$ cat src/rtl/seq_mult.sv
// Iterative Booth multiplier with a start/done handshake: full 2N-bit product, signed or unsigned per operation.
// Optional macro SEQ_MULT_RADIX4_EN selects radix-4 recoding ((N+2)/2 steps) instead of radix-2 (N+1 steps).
module seq_mult #(
  parameter int unsigned N = 8
) (
  input  logic           clk,
  input  logic           rst,
  input  logic           start,
  input  logic           signed_mode,
  input  logic [N-1:0]   a,
  input  logic [N-1:0]   b,
  output logic           busy,
  output logic           done,
  output logic [2*N-1:0] product
);

`ifdef SEQ_MULT_RADIX4_EN
  localparam int unsigned MW    = N + 2;
  localparam int unsigned AW    = N + 4;
  localparam int unsigned STEPS = (N + 2) / 2;
  localparam int unsigned SH    = 2;
`else
  localparam int unsigned MW    = N + 1;
  localparam int unsigned AW    = N + 2;
  localparam int unsigned STEPS = N + 1;
  localparam int unsigned SH    = 1;
`endif
  localparam int unsigned CW = $clog2(STEPS + 1);
  localparam int unsigned TW = AW + MW + 1;

  if (N < 2) begin : g_bad_width
    $error("seq_mult: N must be at least 2");
  end
`ifdef SEQ_MULT_RADIX4_EN
  if ((N % 2) != 0) begin : g_bad_parity
    $error("seq_mult: radix-4 recoding requires an even N");
  end
`endif

  typedef enum logic [1:0] {S_IDLE, S_BUSY, S_DONE} state_t;

  state_t                 state_q, state_n;
  logic [AW-1:0]          acc_q, acc_n;
  logic [AW-1:0]          mcand_q, mcand_n;
  logic [MW-1:0]          mq_q, mq_n;
  logic                   qm1_q, qm1_n;
  logic [CW-1:0]          cnt_q, cnt_n;
  logic                   busy_n, done_n;
  logic [2*N-1:0]         product_n;
  logic [AW-1:0]          sum;
  logic signed [TW-1:0]   sh;

  // Next-state, datapath step and registered-output values
  always_comb begin
    state_n   = state_q;
    acc_n     = acc_q;
    mcand_n   = mcand_q;
    mq_n      = mq_q;
    qm1_n     = qm1_q;
    cnt_n     = cnt_q;
    busy_n    = 1'b0;
    done_n    = 1'b0;
    product_n = product;
    sum       = acc_q;
    sh        = '0;

    case (state_q)
      S_IDLE, S_DONE: begin
        if (start) begin
          state_n = S_BUSY;
          busy_n  = 1'b1;
          acc_n   = '0;
          mcand_n = {{(AW-N){signed_mode & a[N-1]}}, a};
          mq_n    = {{(MW-N){signed_mode & b[N-1]}}, b};
          qm1_n   = 1'b0;
          cnt_n   = CW'(STEPS);
        end else begin
          state_n = S_IDLE;
        end
      end

      S_BUSY: begin
`ifdef SEQ_MULT_RADIX4_EN
        case ({mq_q[1:0], qm1_q})
          3'b001, 3'b010: sum = acc_q + mcand_q;
          3'b011:         sum = acc_q + (mcand_q << 1);
          3'b100:         sum = acc_q - (mcand_q << 1);
          3'b101, 3'b110: sum = acc_q - mcand_q;
          default:        sum = acc_q;
        endcase
`else
        case ({mq_q[0], qm1_q})
          2'b10:   sum = acc_q - mcand_q;
          2'b01:   sum = acc_q + mcand_q;
          default: sum = acc_q;
        endcase
`endif
        // Arithmetic shift of the whole {acc, multiplier, q(-1)} register
        sh    = $signed({sum, mq_q, qm1_q}) >>> SH;
        acc_n = sh[TW-1 -: AW];
        mq_n  = sh[MW:1];
        qm1_n = sh[0];
        cnt_n = cnt_q - CW'(1);
        if (cnt_q == CW'(1)) begin
          state_n   = S_DONE;
          done_n    = 1'b1;
          product_n = sh[2*N:1];
        end else begin
          busy_n = 1'b1;
        end
      end

      default: state_n = S_IDLE;
    endcase
  end

  // State and output registers
  always_ff @(posedge clk) begin
    if (rst) begin
      state_q <= S_IDLE;
      acc_q   <= '0;
      mcand_q <= '0;
      mq_q    <= '0;
      qm1_q   <= 1'b0;
      cnt_q   <= '0;
      busy    <= 1'b0;
      done    <= 1'b0;
      product <= '0;
    end else begin
      state_q <= state_n;
      acc_q   <= acc_n;
      mcand_q <= mcand_n;
      mq_q    <= mq_n;
      qm1_q   <= qm1_n;
      cnt_q   <= cnt_n;
      busy    <= busy_n;
      done    <= done_n;
      product <= product_n;
    end
  end

endmodule

$ cat config.mk
export PLATFORM = sky130hd
export DESIGN_NAME = seq_mult
export DESIGN_NICKNAME = d
export VERILOG_FILES = /design/src/rtl/seq_mult.sv
export SDC_FILE = /design/constraint.sdc
export NUM_CORES = 1
export LEC_CHECK = 0
export CAP_MARGIN = 10
export CORE_UTILIZATION = 50
export CTS_CLUSTER_SIZE = 20
export DETAILED_ROUTE_END_ITERATION = 7
export PLACE_DENSITY = 0.85
export SLEW_MARGIN = 20
export SYNTH_ARGS = -nofsm -noshare
export SYNTH_HDL_FRONTEND = slang
export SYNTH_SLANG_ARGS = --single-unit
$ cat constraint.sdc
create_clock -name clk -period 4.5 [get_ports clk]
set_input_delay 0.9 -clock clk [delete_from_list [all_inputs] [get_ports clk]]
set_output_delay 0.9 -clock clk [all_outputs]
set_load 0.02 [all_outputs]
==> metrics, run 1 <==
reg2reg path depth=8; Slew @ Worst Pin=1040 ps; sequential area share after synthesis=39.8%; clock period minus worst slack=3010 ps; Net Switching=318 uW; Congestion Overflow GR=0; WL final=5860 um; Distinct cells, synth=44; Port-buffer cells=37; largest net degree at the start of global routing=56; CTS sink cnt=52; CP arrival=3170 ps; TritonCTS clock tree=yes; Final Net Count=381; via/cell ratio=5.62; Max-Cap Viols=0; antenna violations before repair=0; cell count after synthesis=320; GRT Util Overall=23.2%; combinational group share of total power=22.7%; hold endpoint=product[0]; RePlAce Congestion=0.951; dominant synthesized flop cell=dfxtp_1; status=complete, no violations; Placed Cells incl. Taps=407; WL met2=2810 um; uppermost layer routed=met4; die width=74.3 um; initial core utilization=53.6%; Clk pwr share=32.6%; RSZ-0062 raised after global routing=false; Pint=813 uW; hold-fix buffers at CTS=0; post-route insts no fill=414; Final Cycle Share=66.9%; Power Density=360 nW/um2; Wirelength per Cell=14.2 um; Startpoint Class=flop; area delta synth->final=20.0%; Clock Latency Late Sink=300 ps; met3 WL post-DR=309 um; DRC=0; yosys warns=0; Final ANT Viol Nets=0; max_slew headroom=30.6%; syn_nets=354; std cell rows=25; Final Setup Violations=0; CP max stage cell=nor4_1; core box area=4880 um2; Crit Path Class=flop to flop; vias=2,326; Hold Fails Final Rpt=0; Post-synth EDFFs=0; Setup crit end kind=flop; Post-Syn Area=2620 um2; CP Cell Sequence=nor4_1, a21oi_1, xor2_1, ha_1, a21oi_1, or3b_2, a21oi_1, o41ai_1; first-pass GRT wire length=9830 um; fill count=461; r2r setup slk=1490 ps; DR pass1 iterations=4; Avg Inst Size Synth=8.18 um2; H-tree depth=2; maximum VDD drop=0.000275 V; setup TNS=0 ps; Hold Crit Class=flop to flop; Final Max Tran Viols=0; die span in y=74.3 um; 1st-iter DRT viols=263; die area=5530 um2; final core utilization=64.4%; Crit Reg-Reg Startpoint=mcand_q[2]; Max Root-Sink Buffers=2; DRT met1 WL=2680 um; vias in the first global route=2,166; max incr delay on CP=590 ps; diode count=0; IO Pins=38; Hold Crit Depth=2; RR Endpoint=acc_q[6]; ys async rst share=0%; switching share of power=28.1%; CP required=4660 ps; critical hold path startpoint=product[0]; CP most frequent cell=a21oi_1; Pleak=1.19 nW; Worst Path Max Fanout=9; Max Clk Rate=0.332 GHz; share of cells above drive strength 1=4.90%; part of the power in registers=44.8%; Post-CTS Resized=0; Seq cells post-synth=52; Root Buffer=clkbuf_8; Post-DP HPWL=4120 um; Reg clk slew, reported paths=90 ps; total CTS buffers=5; Post-CTS Setup Bufs=0; Clock Skews=4.50 ps
-- how the worst max path moves through the flow --
| stage | startpoint | endpoint | cells past startpoint |
|---|---|---|---|
| after global placement | mq_q[0] | product[15] | 9 |
| after detailed placement | mq_q[0] | acc_q[6] | 9 |
| after global routing | mcand_q[2] | acc_q[6] | 8 |
| final | mcand_q[2] | acc_q[6] | 8 |
| after CTS | mcand_q[2] | acc_q[6] | 8 |
| after floorplan | mq_q[0] | acc_q[6] | 10 |
-- per-stage QoR --
step           power, mW  instance area [um2]  setup WS, ps  hold WS, ps
2_1_floorplan      0.700                 2620          1830          444
3_3_place_gp       0.760                 3010          1680          445
3_5_place_dp       0.768                 3010          1580          448
4_1_cts             1.13                 3140          1530          461
5_1_grt             1.19                 3140          1300          480
6_report            1.13                 3140          1490          460
-- cell type report --
class / count / area [um2] / share of cell area, %
clock buffers: 5 / 68.8 / 2.19
clock inverters: 2 / 60.1 / 1.91
inverters: 8 / 30.0 / 0.956
multi-input cells: 240 / 1470 / 46.8
flip-flops and latches: 52 / 1040 / 33.1
well taps: 67 / 83.8 / 2.67
repair buffers: 40 / 388 / 12.4
-- power groups by stage --
stage	registers, mW	clock network, mW	logic [mW]
2_1_floorplan	0.517	0	0.183
3_3_place_gp	0.515	0	0.245
3_5_place_dp	0.516	0	0.252
4_1_cts	0.506	0.371	0.254
5_1_grt	0.510	0.392	0.286
6_report	0.506	0.368	0.256
-- state kept, by name (all words and copies together) (netlist names) --
name / cells
mq_q: 9
state_q: 2
busy: 1
product: 16
acc_q: 9
qm1_q: 1
mcand_q: 9
done: 1
cnt_q: 4
-- synthesized netlist by cell type (all sizes together), types with 2 or more instances --
| library cell | number | area [um2] |
|---|---|---|
| xor2 | 9 | 78.8 |
| a22oi | 11 | 82.6 |
| o41ai | 2 | 17.5 |
| a211oi | 8 | 60.1 |
| a31oi | 2 | 12.5 |
| nor4 | 2 | 12.5 |
| ha | 13 | 163 |
| inv | 8 | 30.0 |
| a21o | 3 | 22.5 |
| nand2 | 51 | 191 |
| o21a | 4 | 30.0 |
| buf | 2 | 8.75 |
| a21oi | 47 | 235 |
| clkbuf | 18 | 67.6 |
| nand3 | 4 | 20.0 |
| nor3 | 10 | 50.1 |
| nor2 | 32 | 120 |
| a311oi | 4 | 41.3 |
| nor2b | 5 | 38.8 |
| mux2i | 4 | 40.0 |
| nand2b | 3 | 18.8 |
| dfxtp | 52 | 1040 |
| a32oi | 2 | 17.5 |
| mux2 | 2 | 22.5 |
| o211ai | 2 | 15.0 |
| o21ai | 5 | 25.0 |
-- cells by family (layout without fill, tap and decap cells) --
logic type / after synthesis / after routing / share of synthesized area (%)
compound gates: 96 / 96 / 23.5
xor+xnor: 11 / 11 / 4.21
fa+ha+maj: 14 / 14 / 6.98
buf+inv: 28 / 55 / 4.06
flops: 52 / 52 / 39.8
mux: 6 / 6 / 2.39
simple gates: 113 / 113 / 19.1
-- critical path, delay by kind of cell, from the launching register on --
kind / cells / cell delay (ps)
AO/OA/AOI/OAI: 4 / 860
XOR/XNOR: 1 / 170
adder cells (fa/ha/maj): 1 / 400
flip-flops: 1 / 370
AND/OR/NAND/NOR: 2 / 1070
-- cell usage in the layout, fill, tap and decap left out, types with 2 or more instances in the layout --
master           Yosys  layout
mux2i_1              4       4
clkbuf_8             0       5
a21o_1               3       3
mux2_2               2       2
xor2_1               9       9
nor2_1              32      32
nand3_1              4       4
buf_4                0       3
inv_1                8       8
o211ai_1             2       2
a32oi_1              2       2
clkdlybuf4s50_1      0      36
a31oi_1              2       2
nand2_1             51      51
dfxtp_1             52      52
ha_1                13      13
a311oi_1             3       3
o21a_1               4       4
nor3_1              10      10
bufinv_16            0       2
a211oi_1             8       8
a22oi_1             11      11
a21oi_1             47      47
nor2b_1              4       4
nand2b_1             3       3
o41ai_1              2       2
nor4_1               2       2
o21ai_0              5       5
-- metal layers --
layer  vias to the layer above  GRT usage [%]
met5                         -              0
met4                         0           6.50
met3                         8           6.10
met2                        72           37.3
met1                      1062           30.9
li1                       1184              -
(Power assumes the default switching activity.)
==> inputs of run 2 (changes only) <==
Clock period 4.5 ns to 2.8 ns, I/O delays scaled along.
==> run 2 against run 1 <==
Against the previous run:
- critical path depth increased by 3
- flip-flop and latch count stayed put
- via count grew 1.9%
- cell area rose by 1.5%
- sequential power up 61%
- global-route usage increased by 0.58 points
- worst setup slack worse by 1400 ps
- largest cell class unchanged
==> metrics, run 2 (same netlist as run 1, synthesis figures left out) <==
Post-DP HPWL=4250 um (+3.3%); die span in y=74.3 um (unchanged); Crit Reg-Reg Startpoint=mq_q[0]; core box area=4880 um2 (unchanged); GRT Util Overall=23.8% (+0.58 points); RR Endpoint=product[14]; via/cell ratio=5.60 (-0.28%); Reg clk slew, reported paths=100 ps (about the same); Wirelength per Cell=14.4 um (+1.8%); H-tree depth=2 (unchanged); Pleak=1.23 nW (+2.7%); std cell rows=25 (unchanged); Clock Latency Late Sink=310 ps (about the same); 1st-iter DRT viols=206 (-22%); Largest register FFs=16 (unchanged); max_slew headroom=53.5% (+23 points); diode count=0 (unchanged); max incr delay on CP=480 ps (-110 ps); Root Buffer=clkbuf_8; multi-input logic area=1470 um2 (+0.26%); hold endpoint=product[5]; maximum VDD drop=0.000391 V (+42%); Post-CTS Resized=0 (unchanged); RSZ-0062 raised after global routing=false; CP max stage cell=or4b_1; WL final=6100 um (+4.0%); r2r setup slk=140 ps (-1350 ps); CP arrival=2900 ps (-270 ps); reg2reg path depth=11 (+3); commonest cells after routing, fill and taps aside=nand2_1 (51), dfxtp_1 (49), a21oi_1 (46); CP Cell Sequence=inv_1, ha_1, buf_4, a21oi_1, xor2_1, ha_1, o21a_1, o31a_1, or4b_1, a21o_1, a311oi_2; initial core utilization=53.6% (unchanged); Final ANT Viol Nets=0 (unchanged); Reg area=1040 um2 (+0.36%); RePlAce Congestion=0.919 (-3.3%); Worst Path Max Fanout=7 (-2); vias=2,370 (+1.9%); commonest non-fill, non-tap cell in the layout=nand2_1; Port-buffer cells=37 (unchanged); Startpoint Class=flop; total CTS buffers=5 (unchanged); critical hold path startpoint=product[5]; Power Density=553 nW/um2 (+54%); Max Clk Rate=0.375 GHz (+13%); Post-CTS Setup Bufs=0 (unchanged); DR pass1 iterations=4 (unchanged); DRC=0 (unchanged); Hold Crit Class=flop to flop; area delta synth->final=21.8%; Reg with most FFs=product; largest net degree at the start of global routing=32 (-43%); CP most frequent cell=ha_1; Max Root-Sink Buffers=2 (unchanged); vias in the first global route=2,164 (-0.092%); first-pass GRT wire length=10,000 um (+1.8%); Final Net Count=389 (+2.1%); clock period minus worst slack=2660 ps (-347 ps); Final Cycle Share=95.2% (+28 points); Clock Skews=10.6 ps (+6.11 ps); die width=74.3 um (unchanged); Hold Crit Depth=2 (unchanged); setup TNS=0 ps (unchanged); hold-fix buffers at CTS=0 (unchanged); TritonCTS clock tree=yes; share of cells above drive strength 1=8.15% (+3.2 points); Congestion Overflow GR=0 (unchanged); Final Setup Violations=0 (unchanged); Final Max Tran Viols=0 (unchanged); antenna violations before repair=0 (unchanged); CTS sink cnt=52 (unchanged); die area=5530 um2 (unchanged); Slew @ Worst Pin=698 ps (-339 ps); Crit Path Class=flop to flop; CP required=3030 ps (-1630 ps); Max-Cap Viols=0 (unchanged); status=complete, no violations; fill count=430 (-6.7%); Hold Fails Final Rpt=0 (unchanged); cell area after layout=3190 um2 (+1.5%); DP Area=3070 um2 (+2.0%); Bufs and invs on worst path=2 (+2); IO Pins=38 (unchanged); Setup crit end kind=flop; critical path's top delay family=compound AO/OA/AOI/OAI gates
run 2: cell count changes in the layout (fill, tap and decap cells not counted), sizes merged:
| cell | delta |
|---|---|
| bufinv | -1 |
| clkinv | +1 |
| buf | +8 |
| clkbuf | +1 |
run 2: through the flow:
step / power (mW) / std cells / util, % / hold WS [ps] / worst slack [ps]
6_report: 1.76 / 423 / 65.3 / 459 / 135
5_1_grt: 1.84 / 423 / 65.3 / 486 / 9.01
4_1_cts: 1.76 / 423 / 65.2 / 459 / 99.2
3_5_place_dp: 1.25 / 415 / 62.9 / 447 / 110
3_3_place_gp: 1.24 / 415 / 62.9 / 445 / 160
2_1_floorplan: 1.12 / 320 / - / 444 / 127
run 2: how the worst max path moves through the flow:
stage	start	to	slack, ps	depth (start not counted)
after global placement	mcand_q[0]	product[15]	160	9
after global routing	mq_q[0]	product[14]	9	11
final	mq_q[0]	product[14]	140	11
after CTS	mcand_q[0]	product[14]	100	10
after detailed placement	mq_q[0]	acc_q[6]	110	11
after floorplan	mq_q[0]	acc_q[6]	130	10
run 2: power by group:
group	switching, mW	total [mW]	internal (mW)
sequential	0.0333	0.813	0.779
combinational	0.244	0.434	0.190
clock	0.251	0.517	0.266
total	0.528	1.76	1.23
run 2: area by class of cell:
type	instances	share of cell area, %
Tap cell	67	2.63
Sequential cell	52	32.8
Clock inverter	2	1.10
Inverter	8	0.942
Timing Repair Buffer	48	14.1
Clock buffer	6	2.28
Multi-Input combinational cell	240	46.2
run 2: tightest hold or removal path: cells and delay by family (launching register included):
kind | cells | cell delay, ps
DFF | 1 | 320
and+or+nand+nor | 1 | 50
AOI/OAI and AO/OA | 1 | 50
run 2: routing by layer:
metal  part of all wire [%]  vias to the layer above  track usage, %
met5                      0                        -               0
met4                    1.9                        0            9.64
met3                    4.6                       11            3.79
met2                     48                       61            38.5
met1                     46                     1097            31.7
li1                       -                     1201               -
